<file path="src/rtl/image_pkg.sv">
// Shared types and constants for the image write path.
// Contents:
//   arb_state_t      - arbiter state encoding (IDLE, STREAM, BLANK, WAIT_DONE)
//   R_MSB/G_MSB/B_MSB - bit offsets of the colour fields in a packed 24-bit pixel
//   clog2w()         - counter width for a given range, never less than 1 bit
package image_pkg;

  typedef enum logic [1:0] {
    IDLE      = 2'd0,
    STREAM    = 2'd1,
    BLANK     = 2'd2,
    WAIT_DONE = 2'd3
  } arb_state_t;

  localparam int unsigned R_MSB = 23;
  localparam int unsigned G_MSB = 15;
  localparam int unsigned B_MSB = 7;

  // Bits needed to hold values 0..n-1; a single-entry range still gets 1 bit.
  function automatic int unsigned clog2w(input int unsigned n);
    int unsigned w;
    w = 1;
    while ((64'd1 << w) < 64'(n)) w = w + 1;
    return w;
  endfunction

endpackage

</file>
<file path="src/rtl/frame_counter.sv">
// Column/row position counter for one frame of WIDTH x HEIGHT pixels.
// Ports:
//   HCLK, HRESETn  - clock, asynchronous active-low reset
//   inc_i          - advance one pixel
//   clr_i          - return to column 0, row 0 (takes priority over inc_i)
//   last_col_o     - current column is WIDTH-1
//   last_pixel_o   - current position is the final pixel of the frame
// The counter wraps to 0/0 after the final pixel.
module frame_counter
  import image_pkg::*;
#(
  parameter int WIDTH  = 768,
  parameter int HEIGHT = 512
) (
  input  logic HCLK,
  input  logic HRESETn,
  input  logic inc_i,
  input  logic clr_i,
  output logic last_col_o,
  output logic last_pixel_o
);

  localparam int unsigned CW = clog2w(WIDTH);
  localparam int unsigned RW = clog2w(HEIGHT);
  localparam logic [CW-1:0] COL_LAST = CW'(WIDTH - 1);
  localparam logic [RW-1:0] ROW_LAST = RW'(HEIGHT - 1);

  logic [CW-1:0] col_q, col_d;
  logic [RW-1:0] row_q, row_d;
  logic          last_row;

  assign last_col_o   = (col_q == COL_LAST);
  assign last_row     = (row_q == ROW_LAST);
  assign last_pixel_o = last_col_o && last_row;

  always_comb begin
    col_d = col_q;
    row_d = row_q;
    if (clr_i) begin
      col_d = '0;
      row_d = '0;
    end else if (inc_i) begin
      if (last_col_o) begin
        col_d = '0;
        row_d = last_row ? '0 : row_q + RW'(1);
      end else begin
        col_d = col_q + CW'(1);
      end
    end
  end

  always_ff @(posedge HCLK or negedge HRESETn) begin
    if (!HRESETn) begin
      col_q <= '0;
      row_q <= '0;
    end else begin
      col_q <= col_d;
      row_q <= row_d;
    end
  end

endmodule

</file>
<file path="src/rtl/image_write_arbiter.sv">
// Frame-granular round-robin arbiter sharing the BMP writer between two
// pixel-stream requesters. A requester owns the writer for a whole frame of
// WIDTH*HEIGHT pixels; the frame is released once the writer reports done.
// Ports:
//   HCLK, HRESETn            - clock, asynchronous active-low reset
//   req_valid[1:0]           - per-requester pixel valid
//   req0_rgb, req1_rgb       - requester pixels {R,G,B}
//   req_ready[1:0]           - per-requester ready (owner only, STREAM only)
//   hsync                    - pixel strobe to writer, one cycle after transfer
//   DATA_WRITE_R/G/B         - pixel to writer, held between strobes
//   write_done               - writer's done level
//   grant[1:0]               - one-hot frame owner, 0 when idle
//   busy                     - not IDLE
//   frame_done               - one-cycle pulse when a frame has been written
// Build option: define IMAGE_WRITE_ARBITER_HBLANK_INSERT_EN to insert HBLANK
// idle cycles after every row except the last.
module image_write_arbiter
  import image_pkg::*;
#(
  parameter int WIDTH  = 768,
  parameter int HEIGHT = 512,
  parameter int HBLANK = 16
) (
  input  logic        HCLK,
  input  logic        HRESETn,
  input  logic [1:0]  req_valid,
  input  logic [23:0] req0_rgb,
  input  logic [23:0] req1_rgb,
  output logic [1:0]  req_ready,
  output logic        hsync,
  output logic [7:0]  DATA_WRITE_R,
  output logic [7:0]  DATA_WRITE_G,
  output logic [7:0]  DATA_WRITE_B,
  input  logic        write_done,
  output logic [1:0]  grant,
  output logic        busy,
  output logic        frame_done
);

  arb_state_t  state_q, state_d;
  logic [1:0]  grant_q, grant_d;
  logic        owner_q, owner_d;
  logic        rr_ptr_q, rr_ptr_d;
  logic        frame_done_q, frame_done_d;
  logic        hsync_q;
  logic [23:0] rgb_q;

  logic        xfer;
  logic        row_done;
  logic        cnt_clr;
  logic        last_col;
  logic        last_pixel;
  logic [23:0] owner_rgb;

`ifdef IMAGE_WRITE_ARBITER_HBLANK_INSERT_EN
  localparam int unsigned BW = clog2w(HBLANK + 1);
  logic [BW-1:0] blank_q, blank_d;
`else
  // Rows are back-to-back; HBLANK only matters when blanking is compiled in.
  if (HBLANK < 0) begin : g_hblank_unused
  end
`endif

  assign req_ready = (state_q == STREAM) ? grant_q : 2'b00;
  assign xfer      = |(req_valid & req_ready);
  assign row_done  = xfer && last_col;
  assign owner_rgb = owner_q ? req1_rgb : req0_rgb;

  frame_counter #(
    .WIDTH (WIDTH),
    .HEIGHT(HEIGHT)
  ) u_frame_counter (
    .HCLK        (HCLK),
    .HRESETn     (HRESETn),
    .inc_i       (xfer),
    .clr_i       (cnt_clr),
    .last_col_o  (last_col),
    .last_pixel_o(last_pixel)
  );

  always_comb begin
    state_d      = state_q;
    grant_d      = grant_q;
    owner_d      = owner_q;
    rr_ptr_d     = rr_ptr_q;
    frame_done_d = 1'b0;
    cnt_clr      = 1'b0;
`ifdef IMAGE_WRITE_ARBITER_HBLANK_INSERT_EN
    blank_d      = blank_q;
`endif
    case (state_q)
      IDLE: begin
        cnt_clr = 1'b1;
        if (|req_valid) begin
          owner_d = req_valid[rr_ptr_q] ? rr_ptr_q : ~rr_ptr_q;
          grant_d = owner_d ? 2'b10 : 2'b01;
          state_d = STREAM;
        end
      end
      STREAM: begin
        if (row_done) begin
          if (last_pixel) begin
            state_d = WAIT_DONE;
          end
`ifdef IMAGE_WRITE_ARBITER_HBLANK_INSERT_EN
          else if (HBLANK > 0) begin
            state_d = BLANK;
            blank_d = BW'(HBLANK - 1);
          end
`endif
        end
      end
`ifdef IMAGE_WRITE_ARBITER_HBLANK_INSERT_EN
      BLANK: begin
        if (blank_q == '0) begin
          state_d = STREAM;
        end else begin
          blank_d = blank_q - BW'(1);
        end
      end
`endif
      WAIT_DONE: begin
        // hsync_q is high only in the first WAIT_DONE cycle (final pixel
        // strobe); the writer's done level is ignored there.
        if (write_done && !hsync_q) begin
          frame_done_d = 1'b1;
          grant_d      = 2'b00;
          rr_ptr_d     = ~owner_q;
          state_d      = IDLE;
        end
      end
      default: state_d = IDLE;
    endcase
  end

  always_ff @(posedge HCLK or negedge HRESETn) begin
    if (!HRESETn) begin
      state_q      <= IDLE;
      grant_q      <= '0;
      owner_q      <= 1'b0;
      rr_ptr_q     <= 1'b0;
      frame_done_q <= 1'b0;
      hsync_q      <= 1'b0;
      rgb_q        <= '0;
    end else begin
      state_q      <= state_d;
      grant_q      <= grant_d;
      owner_q      <= owner_d;
      rr_ptr_q     <= rr_ptr_d;
      frame_done_q <= frame_done_d;
      hsync_q      <= xfer;
      if (xfer) begin
        rgb_q <= owner_rgb;
      end
    end
  end

`ifdef IMAGE_WRITE_ARBITER_HBLANK_INSERT_EN
  always_ff @(posedge HCLK or negedge HRESETn) begin
    if (!HRESETn) begin
      blank_q <= '0;
    end else begin
      blank_q <= blank_d;
    end
  end
`endif

  assign hsync        = hsync_q;
  assign DATA_WRITE_R = rgb_q[R_MSB -: 8];
  assign DATA_WRITE_G = rgb_q[G_MSB -: 8];
  assign DATA_WRITE_B = rgb_q[B_MSB -: 8];
  assign grant        = grant_q;
  assign busy         = (state_q != IDLE);
  assign frame_done   = frame_done_q;

endmodule

</file>
<file path="config.mk">
export PLATFORM = sky130hd
export DESIGN_NAME = image_write_arbiter
export DESIGN_NICKNAME = d
export VERILOG_FILES = /design/src/rtl/image_pkg.sv /design/src/rtl/frame_counter.sv /design/src/rtl/image_write_arbiter.sv
export SDC_FILE = /design/constraint.sdc
export NUM_CORES = 1
export LEC_CHECK = 0
export ABC_AREA = 1
export BUFFER_PORTS_ARGS = -buffer_cell sky130_fd_sc_hd__clkbuf_2
export CAP_MARGIN = 20
export CORE_MARGIN = 3
export CORE_UTILIZATION = 51
export DETAILED_ROUTE_END_ITERATION = 7
export HOLD_SLACK_MARGIN = 0.15
export PLACE_DENSITY_LB_ADDON = 0.05
export SLEW_MARGIN = 20
export SYNTH_ARGS = -nofsm -noshare
export SYNTH_HDL_FRONTEND = slang
export SYNTH_SLANG_ARGS = --single-unit
</file>
<file path="constraint.sdc">
create_clock -name HCLK -period 1.7 [get_ports HCLK]
set_input_delay 0.17 -clock HCLK [delete_from_list [all_inputs] [get_ports HCLK]]
set_output_delay 0.17 -clock HCLK [all_outputs]
set_load 0.02 [all_outputs]
</file>
==> metrics.txt, run 1 <==
post-synth top area share=48.2%; Async SR Flop Fraction=100%; Sequential cell area=0.00128 mm2; vias after detailed routing=2699; Max Cap Viol=0; period utilization=92.3%; largest net degree at the start of global routing=52; fin cells=525; Post-Route M1 WL=3030 um; first-pass GRT wire length=12900 um; Yosys reg bits=51; met3 routed WL=504 um; Core Area=0.00488 mm2; Top FF cell, synth=dfrtp_1; antenna viol nets, final=0; Layout area overhead=40.0%; Root Buffer=clkbuf_8; Synthesized Nets=382; CTS max path bufs=2; Die W=78.1 um; setup violators final=0; Max Freq=637 MHz; DRC=0; arrival time at the worst endpoint=1.76 ns; die area=0.00609 mm2; Starting Density=54.3%; die extent in y=78.1 um; area of the multi-input gates=0.00117 mm2; fin util=76.0%; vias in the first global route=2723; DR iter-0 viols=171; CP Capture Type=register; Netlist cell types=28; max layer used=met4; Total Wirelength=7320 um; sequential share of the synthesized area=48.2%; pwr dens=891 mW/mm2; VDD IR max=0.691 mV; post-DR vias/cell=5.14; initial antenna violation count=0; Hold/Removal Path Class=in -> reg; leading area contributor after synthesis=dfrtp_1; Clk pin slew, worst setup/hold paths=0.10 ns; RSZ-0062 raised after global routing=no; total grt overflow=0; Data required, critical path=1.89 ns; top-count cell post-synth=nand2_1; Final Hold Fails=0; most frequent cells after synthesis=nand2_1 (100), dfrtp_1 (51), nor2_1 (41), inv_1 (28), a31oi_1 (19); Max Slew Vio Count=0; clk sinks=51; share of layout cells above drive strength 1=27.7%; Post-Synthesis Cell Area=0.00265 mm2; minimum clock period=1.57 ns; flop2flop setup slack=0.13 ns; total CTS buffers=5; I/O pin cnt=84; TritonRoute pass-1 iters=5; Clock Latency Late Sink=0.31 ns; warnings from Yosys=0; Max FO, Critical Path=4; cell leakage power=1.85 nW; slew at the pin closest to its max-slew limit=0.425 ns; post-detail-place hpwl=4180 um; status=finished clean; ranking of synthesized cells by area=dfrtp_1 (48%), nand2_1 (14%), nor2_1 (5.8%); wire per inst=13.9 um; met2 WL post-DR=3680 um; Max-slew headroom=71.6%; WS Path Type=reg -> reg; Post-CTS Setup Bufs=0; row cnt=25; CTS tree=built; Placed Instances=468; routability cong.=0.779; I/O Buffers=83; n_diodes=0; Startpoint Class=register; Post-synth EDFFs=0; nets=513; cell count after synthesis=326; H-tree levels=2; Fillers=322; mean area per synthesized cell=8.13 um2; Total GRT Usage=26.5%; skew final=0.00417 ns; Setup TNS=0 ns
power by group:
group          internal [mW]  leakage, nW  switching, mW  total, mW
Sequential              1.42        0.624          0.151       1.57
Clock                  0.295       0.0408          0.435      0.730
Combinational          0.402         1.19          0.597      0.999
Total                   2.12         1.85           1.18       3.30
worst max-delay path, cell delays in order, from the launching register on:
cell and delay, ns:
dfrtp_1 0.41, ha_1 0.24, inv_1 0.07, nor2_2 0.17, nand3_1 0.13, buf_4 0.16
nand3_1 0.17, o21ai_1 0.11
layer usage:
metal / vias up / GRT usage (%)
li1: 1322 / -
met1: 1250 / 33.8
met2: 117 / 44.7
met3: 10 / 5.96
met4: 0 / 8.92
met5: - / 0
kinds of logic after synthesis:
| logic type | after synthesis | synth area share (%) |
|---|---|---|
| AOI/OAI and AO/OA | 53 | 13.4 |
| buffers and inverters | 44 | 8.41 |
| DFF | 51 | 48.2 |
| and+or+nand+nor | 175 | 28.6 |
| adders and majority gates | 3 | 1.42 |
placed cells by master (no fill, tap or decap):
cell type | synthesis | routed
nand2_4 | 2 | 1
nand3_2 | 1 | 1
o21ai_2 | 6 | 6
buf_12 | 0 | 2
nand2_2 | 2 | 2
inv_2 | 2 | 3
or2_2 | 1 | 1
clkbuf_2 | 0 | 83
nor3_1 | 1 | 1
nor2_1 | 41 | 39
clkbuf_8 | 0 | 5
o21ai_1 | 6 | 6
dlygate4sd3_1 | 0 | 49
clkinvlp_4 | 0 | 2
a31o_2 | 1 | 1
nand4_2 | 1 | 1
nand2_1 | 100 | 100
ha_1 | 3 | 2
nand4_1 | 9 | 9
o21ai_0 | 6 | 6
dfrtp_1 | 51 | 51
nand3_4 | 1 | 1
a21oi_1 | 9 | 9
nand2_8 | 0 | 1
a31oi_2 | 5 | 5
o21bai_1 | 1 | 1
buf_4 | 3 | 4
nor2_2 | 4 | 6
inv_6 | 0 | 1
inv_1 | 28 | 27
nand3_1 | 12 | 12
a31oi_1 | 19 | 19
ha_2 | 0 | 1
timing repair:
item	4_1_cts	5_1_grt
hold endpoints to repair	75	0
resized for setup	0	5
endpoints found under the setup margin	0	12
hold buffers	49	0
sequential cells by signal, indices dropped and copies added, names as in the netlist:
register / flops
frame_done: 1
grant: 2
hsync: 1
owner_q: 1
rgb_q: 24
rr_ptr_q: 1
state_q: 2
u_frame_counter.col_q: 10
u_frame_counter.row_q: 9
metrics by stage:
step	power, mW	area, um2	hold WS, ns	setup WS [ns]
after floorplan	2.12	2650	-0.126	0.183
after global placement	2.45	3110	0.187	0.116
after detailed placement	2.46	3110	0.184	0.0660
after CTS	3.28	3690	0.205	0.0386
after global routing	3.50	3710	0.229	0.0168
final	3.30	3710	0.198	0.130
final timing paths:
| kind | end | start | depth (start not counted) |
|---|---|---|---|
| min | state_q[0]$_DFFE_PN0P_ | req_valid[0] | 3 |
| max reg2reg | u_frame_counter.col_q[7]$_DFFE_PN0P_ | u_frame_counter.col_q[0]$_DFFE_PN0P_ | 7 |
| max | u_frame_counter.col_q[7]$_DFFE_PN0P_ | u_frame_counter.col_q[0]$_DFFE_PN0P_ | 7 |
| min in group asynchronous | u_frame_counter.col_q[2]$_DFFE_PN0P_ | HRESETn | 3 |
| min reg2reg | rr_ptr_q$_DFFE_PN0P_ | rr_ptr_q$_DFFE_PN0P_ | 2 |
| max in group asynchronous | u_frame_counter.row_q[3]$_DFFE_PN0P_ | HRESETn | 3 |
final cells by class:
type                       instances  share of cell area, %
clock buffer                       5                   1.86
clock inverter                     3                  0.641
inverter                          30                   3.04
multi-input combinational        231                   31.5
sequential                        51                   34.4
tap                               67                   2.26
timing repair buffer             138                   26.3
No activity file was read; power rests on OpenSTA's default activity.
==> run 2: changes to the inputs <==
==> constraint.sdc (replaced) <==
create_clock -name HCLK -period 1.75 [get_ports HCLK]
set_input_delay 0.175 -clock HCLK [delete_from_list [all_inputs] [get_ports HCLK]]
set_output_delay 0.175 -clock HCLK [all_outputs]
set_load 0.02 [all_outputs]
==> run 2 against run 1 <==
  * Cell count grew 0.38%
  * Critical path depth rose by 1
  * Sequential share of layout area fell by 0.22 points
  * Wire length increased by 6.8%
  * Utilization up 0.49 points
==> metrics.txt, run 2 (synthesis gave the netlist of run 1 again) <==
status=finished clean; I/O pin cnt=84; hold depth=3; Setup TNS=0 ns; Clock Latency Late Sink=0.31 ns; skew final=0.0116 ns; slowest CP cell=dfrtp_1; slowest stage delay, CP=0.40 ns; n_diodes=0; commonest non-fill, non-tap cell in the layout=nand2_1; routability cong.=0.846; WS Path Type=reg -> reg; Clk pin slew, worst setup/hold paths=0.10 ns; Hold/Removal Path Class=in -> reg; total CTS buffers=5; Layout area overhead=40.9%; DRC=0; post-DR vias/cell=5.15; arrival time at the worst endpoint=1.82 ns; Starting Density=54.3%; minimum clock period=1.62 ns; RSZ-0062 raised after global routing=no; flop2flop setup slack=0.13 ns; initial antenna violation count=0; worst r2r path cells=8; cell leakage power=1.88 nW; Total Wirelength=7820 um; fin util=76.5%; CTS tree=built; DP Area=0.00310 mm2; VDD IR max=0.601 mV; Die W=78.1 um; period utilization=92.7%; vias in the first global route=2869; share of layout cells above drive strength 1=28.3%; Largest Register=rgb_q; Max Slew Vio Count=0; Largest register FFs=24; slew at the pin closest to its max-slew limit=0.511 ns; CP cell instances=ha_1, inv_1, nor2_2, nand3_1, nand2_2, nand2_4, nand2_1, o21ai_2; Hold EP=state_q[0]$_DFFE_PN0P_; Max Cap Viol=0; largest net degree at the start of global routing=26; first-pass GRT wire length=13600 um; Placed Instances=467; R2R Path Start=u_frame_counter.col_q[0]$_DFFE_PN0P_; total grt overflow=0; CTS max path bufs=2; antenna viol nets, final=0; I/O Buffers=83; Final Cell Area=0.00373 mm2; registers with the most flip-flops=rgb_q: 24 flops, u_frame_counter.col_q: 10 flops, u_frame_counter.row_q: 9 flops; most frequent cells in the layout=nand2_1 (99), clkbuf_2 (83), dfrtp_1 (51), dlygate4sd3_1 (49), nor2_1 (39); Max-slew headroom=66.0%; fin cells=527; Final Hold Fails=0; nets=515; pwr dens=869 mW/mm2; Total GRT Usage=28.1%; post-detail-place hpwl=4340 um; DR iter-0 viols=205; Core Area=0.00488 mm2; vias after detailed routing=2715; r2r endpoint=u_frame_counter.row_q[1]$_DFFE_PN0P_; Worst Min Path Start=req_valid[0]; WHS=0.191 ns; clk sinks=51; Final Total Pwr=3.24 mW; Root Buffer=clkbuf_8; final critical-path setup slack=0.128 ns; TritonRoute pass-1 iters=5; row cnt=25; Post-Place Setup Slack=0.0464 ns; die extent in y=78.1 um; die area=0.00609 mm2; wire per inst=14.8 um; setup violators final=0; Startpoint Class=register; CP Capture Type=register; Data required, critical path=1.94 ns; H-tree levels=2; Max FO, Critical Path=22; Max Freq=616 MHz
==> run 2: routing by layer <==
layer / up-vias / part of all wire, % / routed length, um / track usage [%]
met5: - / 0 / 0 / 0
met4: 0 / 2.8 / 216 / 11.5
met3: 24 / 7.4 / 577 / 7.45
met2: 122 / 49 / 3860 / 47.4
met1: 1241 / 41 / 3170 / 34.3
li1: 1328 / - / - / -
==> run 2: repair_timing <==
| item | 4_1_cts | 5_1_grt |
|---|---|---|
| gates resized for setup | 0 | 8 |
| endpoints found under the setup margin | 0 | 10 |
| setup buffers | 0 | 3 |
| hold endpoints to repair | 41 | 0 |
| hold buffers | 49 | 0 |
==> run 2: how the worst max path moves through the flow <==
stage / end / slack (ns) / cells after the start / start
2_1_floorplan: u_frame_counter.row_q[0]$_DFFE_PN0P_ / 0.23 / 9 / u_frame_counter.row_q[0]$_DFFE_PN0P_
3_3_place_gp: u_frame_counter.row_q[0]$_DFFE_PN0P_ / 0.12 / 9 / u_frame_counter.row_q[0]$_DFFE_PN0P_
3_5_place_dp: u_frame_counter.row_q[7]$_DFFE_PN0P_ / 0.05 / 9 / u_frame_counter.row_q[0]$_DFFE_PN0P_
4_1_cts: u_frame_counter.row_q[7]$_DFFE_PN0P_ / 0.02 / 9 / u_frame_counter.row_q[0]$_DFFE_PN0P_
5_1_grt: u_frame_counter.row_q[2]$_DFFE_PN0P_ / 0.01 / 8 / u_frame_counter.col_q[0]$_DFFE_PN0P_
6_report: u_frame_counter.row_q[1]$_DFFE_PN0P_ / 0.13 / 8 / u_frame_counter.col_q[0]$_DFFE_PN0P_
==> run 2: final cells by class <==
class | instances | area [um2]
clock buffers | 7 | 86.3
clock inverters | 1 | 8.76
fillers | 317 | 1150
inverters | 30 | 113
multi-input cells | 231 | 1170
flip-flops and latches | 51 | 1280
well taps | 67 | 83.8
repair buffers | 140 | 991
==> run 2: report_power, final <==
part | switching, mW | internal [mW]
combinational | 0.581 | 0.390
clock | 0.404 | 0.325
sequential | 0.161 | 1.38
total | 1.15 | 2.10
==> run 2: critical path, delay by kind of cell (launching register included) <==
family                   cells  cell delay [ns]
flip-flops                   1             0.40
buffers and inverters        1             0.07
AO/OA/AOI/OAI                1             0.05
AND/OR/NAND/NOR              5             0.74
adder cells (fa/ha/maj)      1             0.24
==> run 3: changes to the inputs <==
--- a/config.mk
+++ b/config.mk
@@ -6,6 +6,7 @@
 export NUM_CORES = 1
 export LEC_CHECK = 0
 export ABC_AREA = 1
+export ABC_CLOCK_PERIOD_IN_PS = 1750
 export BUFFER_PORTS_ARGS = -buffer_cell sky130_fd_sc_hd__clkbuf_2
 export CAP_MARGIN = 20
 export CORE_MARGIN = 3
@@ -13,6 +14,7 @@
 export DETAILED_ROUTE_END_ITERATION = 7
 export HOLD_SLACK_MARGIN = 0.15
 export PLACE_DENSITY_LB_ADDON = 0.05
+export RECOVER_POWER = 100
 export SLEW_MARGIN = 20
 export SYNTH_ARGS = -nofsm -noshare
 export SYNTH_HDL_FRONTEND = slang
==> run 3 against run 2 <==
  * Die area stayed put
  * Clock power about the same
  * Clock skew increased by 0.0039 ns
  * Critical endpoint is now u_frame_counter.row_q[3]$_DFFE_PN0P_
  * Final area down 1.4%
  * Clock-buffer cell count unchanged
  * Via count is 1.8% higher
  * Critical path depth rose by 1
  * Flip-flop and latch count unchanged
  * Global-route usage unchanged
==> metrics.txt, run 3 (synthesis gave the netlist of run 1 again) <==
Final Hold Fails=0; area of the multi-input gates=0.00116 mm2; Hold/Removal Path Class=in -> reg; VDD IR max=0.590 mV; share of layout cells above drive strength 1=20.7%; DR iter-0 viols=255; I/O pin cnt=84; Max FO, Critical Path=4; die area=0.00609 mm2; post-DR vias/cell=5.24; CP cell instances=ha_1, nand2_2, nor2_4, nand2_1, nor2_1, ha_2, inv_2, nand4_1, o21ai_2; flop2flop setup slack=0.13 ns; Data required, critical path=1.94 ns; skew final=0.0155 ns; Layout area overhead=38.9%; I/O Buffers=83; r2r endpoint=u_frame_counter.row_q[3]$_DFFE_PN0P_; registers with the most flip-flops=rgb_q: 24 flops, u_frame_counter.col_q: 10 flops, u_frame_counter.row_q: 9 flops; routability cong.=0.846; total CTS buffers=5; most frequent cells in the layout=nand2_1 (99), dfrtp_1 (51), clkbuf_2 (51), dlygate4sd3_1 (49), nor2_1 (39); R2R Path Start=u_frame_counter.row_q[0]$_DFFE_PN0P_; WHS=0.188 ns; Final Total Pwr=3.20 mW; first-pass GRT wire length=13600 um; Setup TNS=0 ns; clk sinks=51; Sequential cell area=0.00128 mm2; cell leakage power=1.79 nW; total grt overflow=0; Startpoint Class=register; Worst Min Path Start=req_valid[0]; Largest Register=rgb_q; CP delay by family, top=simple AND/OR/NAND/NOR gates; Core Area=0.00488 mm2; largest net degree at the start of global routing=26; Clock Latency Late Sink=0.32 ns; CTS tree=built; row cnt=25; hold depth=3; pwr dens=869 mW/mm2; Worst Path Buf+Inv=1; minimum clock period=1.62 ns; Root Buffer=clkbuf_8; Max Cap Viol=0; DRC=0; Fillers=345; slowest stage delay, CP=0.41 ns; Die W=78.1 um; Total GRT Usage=28.1%; worst setup path startpoint=u_frame_counter.row_q[0]$_DFFE_PN0P_; Largest register FFs=24; worst r2r path cells=9; arrival time at the worst endpoint=1.81 ns; commonest non-fill, non-tap cell in the layout=nand2_1; CP Capture Type=register; initial antenna violation count=0; vias after detailed routing=2763; antenna viol nets, final=0; Total Wirelength=7870 um; WS Path Type=reg -> reg; n_diodes=0; Max Slew Vio Count=0; Starting Density=54.3%; setup violators final=0; die extent in y=78.1 um; nets=515; slowest CP cell=dfrtp_1; Max-slew headroom=27.2%; status=finished clean; post-detail-place hpwl=4340 um; CTS max path bufs=2; RSZ-0062 raised after global routing=no; slew at the pin closest to its max-slew limit=1.09 ns; TritonRoute pass-1 iters=5; wire per inst=14.9 um; vias in the first global route=2869; period utilization=92.4%; Clk pin slew, worst setup/hold paths=0.09 ns; Hold EP=state_q[0]$_DFFE_PN0P_; H-tree levels=2; Max Freq=619 MHz
## run 3: area by class of cell
class | instances | area share (%)
Timing Repair Buffer | 140 | 25.8
Tap cell | 67 | 2.28
Clock inverter | 1 | 0.238
Multi-Input combinational cell | 231 | 31.6
Inverter | 30 | 3.06
Clock buffer | 7 | 2.35
Sequential cell | 51 | 34.7
## run 3: power by group
part           leakage [nW]  internal, mW  switching (mW)
Combinational          1.12         0.348           0.581
Sequential            0.624          1.38           0.157
Clock                0.0484         0.325           0.406
Total                  1.79          2.05            1.14
## run 3: worst max-delay path by stage
stage,cells after the start,endpoint
final,9,u_frame_counter.row_q[3]$_DFFE_PN0P_
after floorplan,9,u_frame_counter.row_q[0]$_DFFE_PN0P_
after detailed placement,9,u_frame_counter.row_q[7]$_DFFE_PN0P_
after CTS,9,u_frame_counter.row_q[7]$_DFFE_PN0P_
after global routing,3,u_frame_counter.row_q[4]$_DFFE_PN0P_
after global placement,9,u_frame_counter.row_q[0]$_DFFE_PN0P_
## run 3: per-stage QoR
stage | cells | setup WS (ns) | cell area [um2] | utilization [%]
detailed placement | 467 | 0.0464 | 3100 | 63.5
global placement | 467 | 0.115 | 3100 | 63.5
global route | 527 | 0.00940 | 3680 | 75.4
finish | 527 | 0.134 | 3680 | 75.4
floorplan | 326 | 0.233 | 2650 | -
CTS | 524 | 0.0228 | 3690 | 75.5
## run 3: tightest hold or removal path, stage by stage
cell,delay [ns]
clkbuf_2,0.12
nor3_1,0.06
a21oi_1,0.10
## run 3: repair_timing
item                                    4_1_cts  5_1_grt
gates resized for setup                       0        8
hold buffers                                 49        0
endpoints found under the setup margin        0       10
endpoints found under the hold margin        41        0
setup buffers                                 0        3
## run 3: metal layers
metal,track usage (%),vias to the layer above,part of all wire [%]
met4,11.5,0,2.6
met1,34.3,1274,40
li1,-,1324,-
met3,7.45,26,7.6
met2,47.4,139,50
met5,0,-,0
